$ cat config.mk
export PLATFORM = sky130hd
export DESIGN_NAME = revive_bus_arb
export DESIGN_NICKNAME = d
export VERILOG_FILES = /design/src/rtl/revive_bus_arb_pkg.sv /design/src/rtl/revive_bus_arb.sv
export SDC_FILE = /design/constraint.sdc
export NUM_CORES = 1
export LEC_CHECK = 0
export ABC_AREA = 0
export BUFFER_PORTS_ARGS = -buffer_cell sky130_fd_sc_hd__buf_2
export CAP_MARGIN = 40
export CORE_AREA = 4 4 109 111
export DETAILED_ROUTE_END_ITERATION = 8
export DIE_AREA = 0 0 113 115
export PLACE_DENSITY_LB_ADDON = 0.08
export SYNTH_ARGS = -nofsm -noshare
export SYNTH_HDL_FRONTEND = slang
export SYNTH_SLANG_ARGS = --single-unit
$ cat constraint.sdc
create_clock -name clk -period 2.2 [get_ports clk]
set_clock_uncertainty 0.05 [all_clocks]
set_input_delay 0.55 -clock clk [delete_from_list [all_inputs] [get_ports clk]]
set_output_delay 0.55 -clock clk [all_outputs]
set_load 0.05 [all_outputs]
$ cat src/rtl/revive_bus_arb_pkg.sv
// Shared AHB-lite constants and owner encoding for the ReVive bus arbiter.
package revive_bus_arb_pkg;
    localparam logic [1:0] HTRANS_IDLE = 2'b00;
    localparam logic [1:0] HTRANS_NSEQ = 2'b10;
    localparam logic [2:0] HSIZE_BYTE  = 3'd0;
    localparam logic [2:0] HSIZE_HALF  = 3'd1;
    localparam logic [2:0] HSIZE_WORD  = 3'd2;
    localparam logic [2:0] HPROT_BASE  = 3'b001;

    typedef enum logic {
        OWNER_I = 1'b0,
        OWNER_D = 1'b1
    } owner_e;
endpackage

$ cat src/rtl/revive_bus_arb.sv
// Two-requester (fetch / load-store) arbiter for the single AHB-lite master port,
// with address-phase hold across wait states and data-phase response routing.
module revive_bus_arb
    import revive_bus_arb_pkg::*;
#(
    parameter int W_ADDR       = 32,
    parameter int W_DATA       = 32,
    parameter int STARVE_LIMIT = 8,
    parameter int STARVE_W     = 4
) (
    input  logic              clk,
    input  logic              rst_n,
    input  logic              ahblm_hready,
    input  logic              ahblm_hresp,
    input  logic [W_DATA-1:0] ahblm_hrdata,
    output logic [W_ADDR-1:0] ahblm_haddr,
    output logic              ahblm_hwrite,
    output logic [1:0]        ahblm_htrans,
    output logic [2:0]        ahblm_hsize,
    output logic [2:0]        ahblm_hburst,
    output logic [3:0]        ahblm_hprot,
    output logic              ahblm_hmastlock,
    output logic [W_DATA-1:0] ahblm_hwdata,
    input  logic              i_req,
    input  logic [W_ADDR-1:0] i_addr,
    output logic              i_gnt,
    output logic              i_rdy,
    output logic              i_err,
    output logic [W_DATA-1:0] i_rdata,
    input  logic              d_req,
    input  logic [W_ADDR-1:0] d_addr,
    input  logic              d_write,
    input  logic [2:0]        d_size,
    input  logic [W_DATA-1:0] d_wdata,
    output logic              d_gnt,
    output logic              d_rdy,
    output logic              d_err,
    output logic [W_DATA-1:0] d_rdata
);
    localparam logic [STARVE_W-1:0] LIMIT = STARVE_W'(STARVE_LIMIT);

    logic                hold_valid_q, hold_valid_d;
    owner_e              hold_owner_q, hold_owner_d;
    logic                dph_valid_q, dph_valid_d;
    owner_e              dph_owner_q, dph_owner_d;
    logic                dph_write_q, dph_write_d;
    logic [W_DATA-1:0]   hwdata_q, hwdata_d;
    logic [STARVE_W-1:0] starve_cnt_q, starve_cnt_d;

    logic   is_nseq;
    owner_e owner;
    logic   err_first;
    logic   i_force;

    assign err_first = dph_valid_q & ahblm_hresp & ~ahblm_hready;
    assign i_force   = (STARVE_LIMIT != 0) && (starve_cnt_q == LIMIT) && i_req;

    // Owner select: a held address phase beats priority; the first error
    // cycle idles the bus unless something is already held there.
    always_comb begin
        is_nseq = 1'b0;
        owner   = OWNER_I;
        if (!rst_n) begin
            is_nseq = 1'b0;
        end else if (hold_valid_q) begin
            is_nseq = 1'b1;
            owner   = hold_owner_q;
        end else if (!err_first) begin
            if (i_force) begin
                is_nseq = 1'b1;
                owner   = OWNER_I;
            end else if (d_req) begin
                is_nseq = 1'b1;
                owner   = OWNER_D;
            end else if (i_req) begin
                is_nseq = 1'b1;
                owner   = OWNER_I;
            end
        end
    end

    always_comb begin
        ahblm_htrans = HTRANS_IDLE;
        ahblm_haddr  = '0;
        ahblm_hsize  = HSIZE_BYTE;
        ahblm_hwrite = 1'b0;
        ahblm_hprot  = {HPROT_BASE, 1'b0};
        if (is_nseq) begin
            ahblm_htrans = HTRANS_NSEQ;
            if (owner == OWNER_D) begin
                ahblm_haddr  = d_addr;
                ahblm_hsize  = d_size;
                ahblm_hwrite = d_write;
                ahblm_hprot  = {HPROT_BASE, 1'b1};
            end else begin
                ahblm_haddr  = i_addr;
                ahblm_hsize  = HSIZE_WORD;
            end
        end
    end

    assign i_gnt = is_nseq & (owner == OWNER_I) & ahblm_hready;
    assign d_gnt = is_nseq & (owner == OWNER_D) & ahblm_hready;

    assign i_rdy   = dph_valid_q & (dph_owner_q == OWNER_I) & ahblm_hready;
    assign d_rdy   = dph_valid_q & (dph_owner_q == OWNER_D) & ahblm_hready;
    assign i_err   = i_rdy & ahblm_hresp;
    assign d_err   = d_rdy & ahblm_hresp;
    assign i_rdata = ahblm_hrdata;
    assign d_rdata = ahblm_hrdata;

    assign ahblm_hburst    = 3'b000;
    assign ahblm_hmastlock = 1'b0;
    assign ahblm_hwdata    = hwdata_q;

    always_comb begin
        hold_valid_d = hold_valid_q;
        hold_owner_d = hold_owner_q;
        dph_valid_d  = dph_valid_q;
        dph_owner_d  = dph_owner_q;
        dph_write_d  = dph_write_q;
        hwdata_d     = hwdata_q;
        starve_cnt_d = starve_cnt_q;

        if (ahblm_hready) begin
            hold_valid_d = 1'b0;
            dph_valid_d  = is_nseq;
            dph_owner_d  = owner;
            dph_write_d  = ahblm_hwrite;
        end else if (is_nseq) begin
            hold_valid_d = 1'b1;
            hold_owner_d = owner;
        end

        if (d_gnt && d_write)
            hwdata_d = d_wdata;

        // Held cycles are not refusals: I is either on the bus or waiting on a
        // transfer that cannot be preempted anyway.
        if (i_gnt || !i_req)
            starve_cnt_d = '0;
        else if (!hold_valid_q && starve_cnt_q != LIMIT)
            starve_cnt_d = starve_cnt_q + STARVE_W'(1);
    end

    always_ff @(posedge clk or negedge rst_n) begin
        if (!rst_n) begin
            hold_valid_q <= 1'b0;
            hold_owner_q <= OWNER_I;
            dph_valid_q  <= 1'b0;
            dph_owner_q  <= OWNER_I;
            dph_write_q  <= 1'b0;
            hwdata_q     <= '0;
            starve_cnt_q <= '0;
        end else begin
            hold_valid_q <= hold_valid_d;
            hold_owner_q <= hold_owner_d;
            dph_valid_q  <= dph_valid_d;
            dph_owner_q  <= dph_owner_d;
            dph_write_q  <= dph_write_d;
            hwdata_q     <= hwdata_d;
            starve_cnt_q <= starve_cnt_d;
        end
    end
endmodule

==> impl_metrics.tcl <==
set metrics [dict create \
    outcome "finished with violations" \
    violations "negative setup slack" \
    post-dp-hpwl_mm 9.41 \
    clk_latency_ps 290 \
    cp_slowest_cell "dfrtp_1" \
    finalSetupViolations 71 \
    grtUsageTotal_pct 19.8 \
    vdd_drop_max_uv 668 \
    rrSetupSlack_ps -280 \
    period_share_pct 115 \
    dieWidth_um 113 \
    grt_first_pass_wirelength_mm 21.5 \
    yosysMostFrequentCell "buf_4" \
    fmax_ghz 0.397 \
    grt_pass1_vias 4220 \
    dp.cells 679 \
    layout.nets 707 \
    ys_ff_latch 40 \
    gp_congestion 0.802 \
    pwr_density_cell_nw_per_um2 641 \
    drc 0 \
    slew_viol_final 0 \
    critPathKind "register to output pin" \
    p_leak_nw 2.60 \
    cts_num_sinks 40 \
    yosys_warnings 0 \
    setup_slack_ps -321 \
    root_buffer "clkbuf_8" \
    synth-main-ff-cell "dfrtp_1" \
    diodes 0 \
    area_growth_pct 74.2 \
    cp-end-kind "output pin" \
    via_per_inst 5.44 \
    p_total_w 0.00412 \
    coreArea_sq_um 10800 \
    arrival_ps 1920 \
    rsz0062_at_grt "true" \
    syn_area_per_cell_sq_um 8.89 \
    synth_cells 415 \
    startpoint_type "register" \
    rows 38 \
    portBuffers 181 \
    ctsHtreeMaxLevel 2 \
    layoutNonFillerInstCount 707 \
    yosys.area.top_type "dfrtp_1" \
    hold_path_class "input pin to asynchronous set/reset pin" \
    drtIter0Drc 229 \
    reg2reg_from "starve_cnt_q[0]$_DFFE_PN0P_" \
    vias 3843 \
    synth_top_area_share_pct 27.1 \
    crit_family "buffers and inverters" \
    finalCriticalPeriod_ps 2520 \
    grt_overflow_total 0 \
    path_cells "inv_2 > ha_4 > and3b_2 > buf_12 > clkbuf_16 > o2111ai_2 > a31oi_4 > buf_6" \
    preCtsSetupSlack_ps -237 \
    synth_edf_count 0 \
    cts_made_buffers 5 \
    synth_cell_types 39 \
    cpPeakStageDelay_ps 390 \
    synthTopCellsByArea "dfrtp_1, mux2_2, buf_4, o2111ai_1, a31oi_1" \
    synth_area_sq_um 3690 \
    die_area_sq_um 13000 \
    hold_viol 0 \
    cts_tree "yes" \
    cap_viol_max_count 0 \
    io_pins 286 \
    path_buf_inv 4 \
    drive_above_1_share_pct 72.0 \
    wire_per_inst_um 19.3 \
    first_pass_iters 4 \
    drt-total-wl_mm 13.7 \
    postCtsHoldBufs 0 \
    clockBufferDepth 2 \
    clk_pin_slew_ps 80 \
    fp.dieH_um 115 \
    synthTopCellsByCount "buf_4, mux2_2, dfrtp_1" \
    setup.worst_path.start "starve_cnt_q[0]$_DFFE_PN0P_" \
    grt_max_degree 34 \
    antenna_found_initial 0 \
    start_util_pct 34.2 \
    ant_nets 0 \
    required_ps 1600 \
    ys_seq_area_share_pct 27.1 \
    async_flop_share_pct 100 \
    path_max_fanout 5 \
]
==> metrics by stage <==
step                      utilization (%)  hold slack (ps)  instance area (sq um)  TNS (ps)
after floorplan                         -              204                   4610     -1460
after global placement               49.7              411                   5360     -7670
after detailed placement             49.7              435                   5360     -8940
after CTS                            56.5              220                   6100    -16700
after global routing                 59.5              247                   6430    -23560
final                                59.5              240                   6430    -17530
==> worst paths after layout <==
kind | end | depth (start not counted)
hold / removal | starve_cnt_q[2]$_DFFE_PN0P_ | 2
setup reg to reg | ahblm_hwdata[28]$_DFFE_PN0P_ | 11
max in group asynchronous | ahblm_hwdata[29]$_DFFE_PN0P_ | 4
setup / recovery | ahblm_haddr[31] | 8
min in group clk | ahblm_hwdata[7]$_DFFE_PN0P_ | 2
hold reg to reg | ahblm_hwdata[10]$_DFFE_PN0P_ | 1
==> logic make-up (layout without fill, tap and decap cells) <==
group,after synthesis,count (layout),synth area share [%]
flops,40,40,27.1
simple gates,94,94,13.4
compound gates,85,85,17.5
mux,65,65,19.8
other cells,2,8,0.204
fa+ha+maj,2,2,0.678
xor+xnor,1,1,0.237
buf+inv,126,272,21.1
==> state kept, by name, summed over array words and instances (netlist names) <==
name	cells
dph_owner_q	1
ahblm_hwdata	32
hold_owner_q	1
starve_cnt_q	4
hold_valid_q	1
dph_valid_q	1
==> report_power, final <==
group          total [W]  switching (W)  leakage [nW]  internal (W)
logic            0.00261        0.00162          2.08      0.000983
registers        0.00104       0.000115         0.485      0.000928
clock network   0.000469       0.000254        0.0400      0.000215
total            0.00412        0.00199          2.60       0.00213
==> area by class of cell <==
type / instances / area [sq um]
Multi-Input combinational cell: 255 / 3060
Tap cell: 140 / 175
Clock buffer: 5 / 68.8
Fill cell: 936 / 4370
Timing Repair Buffer: 254 / 2070
Inverter: 11 / 42.5
Sequential cell: 40 / 1000
Clock inverter: 2 / 12.5
==> repair_timing <==
item,CTS,global route
pin swaps,12,9
setup buffers,9,6
gates cloned,4,5
resized for setup,127,46
setup endpoints to repair,71,72
==> layer usage <==
metal | global-route usage, % | part of all wire (%) | wire (um) | vias to the layer above
li1 | - | - | - | 1782
met1 | 24.5 | 40 | 5470 | 1881
met2 | 35.1 | 51 | 7000 | 160
met3 | 5.42 | 7.9 | 1080 | 20
met4 | 3.69 | 0.87 | 119 | 0
met5 | 0 | 0 | 0 | -
==> cells in the final DEF, fill, tap and decap left out, types with 4 or more instances in the layout <==
| cell type | Yosys | routed |
|---|---|---|
| mux2_2 | 63 | 32 |
| o2111ai_4 | 0 | 19 |
| nand3_1 | 4 | 4 |
| o2111ai_2 | 0 | 13 |
| buf_6 | 3 | 41 |
| buf_2 | 6 | 141 |
| inv_1 | 11 | 8 |
| mux2_4 | 0 | 32 |
| nor2_1 | 6 | 4 |
| clkbuf_16 | 0 | 4 |
| conb_1 | 2 | 8 |
| clkbuf_8 | 0 | 5 |
| nand2_1 | 34 | 34 |
| a31oi_4 | 0 | 33 |
| buf_12 | 0 | 16 |
| o21ai_0 | 5 | 4 |
| buf_8 | 0 | 4 |
| nand4_1 | 32 | 32 |
| dfrtp_1 | 40 | 39 |
| buf_4 | 73 | 45 |
No activity file was read; power rests on OpenSTA's default activity.
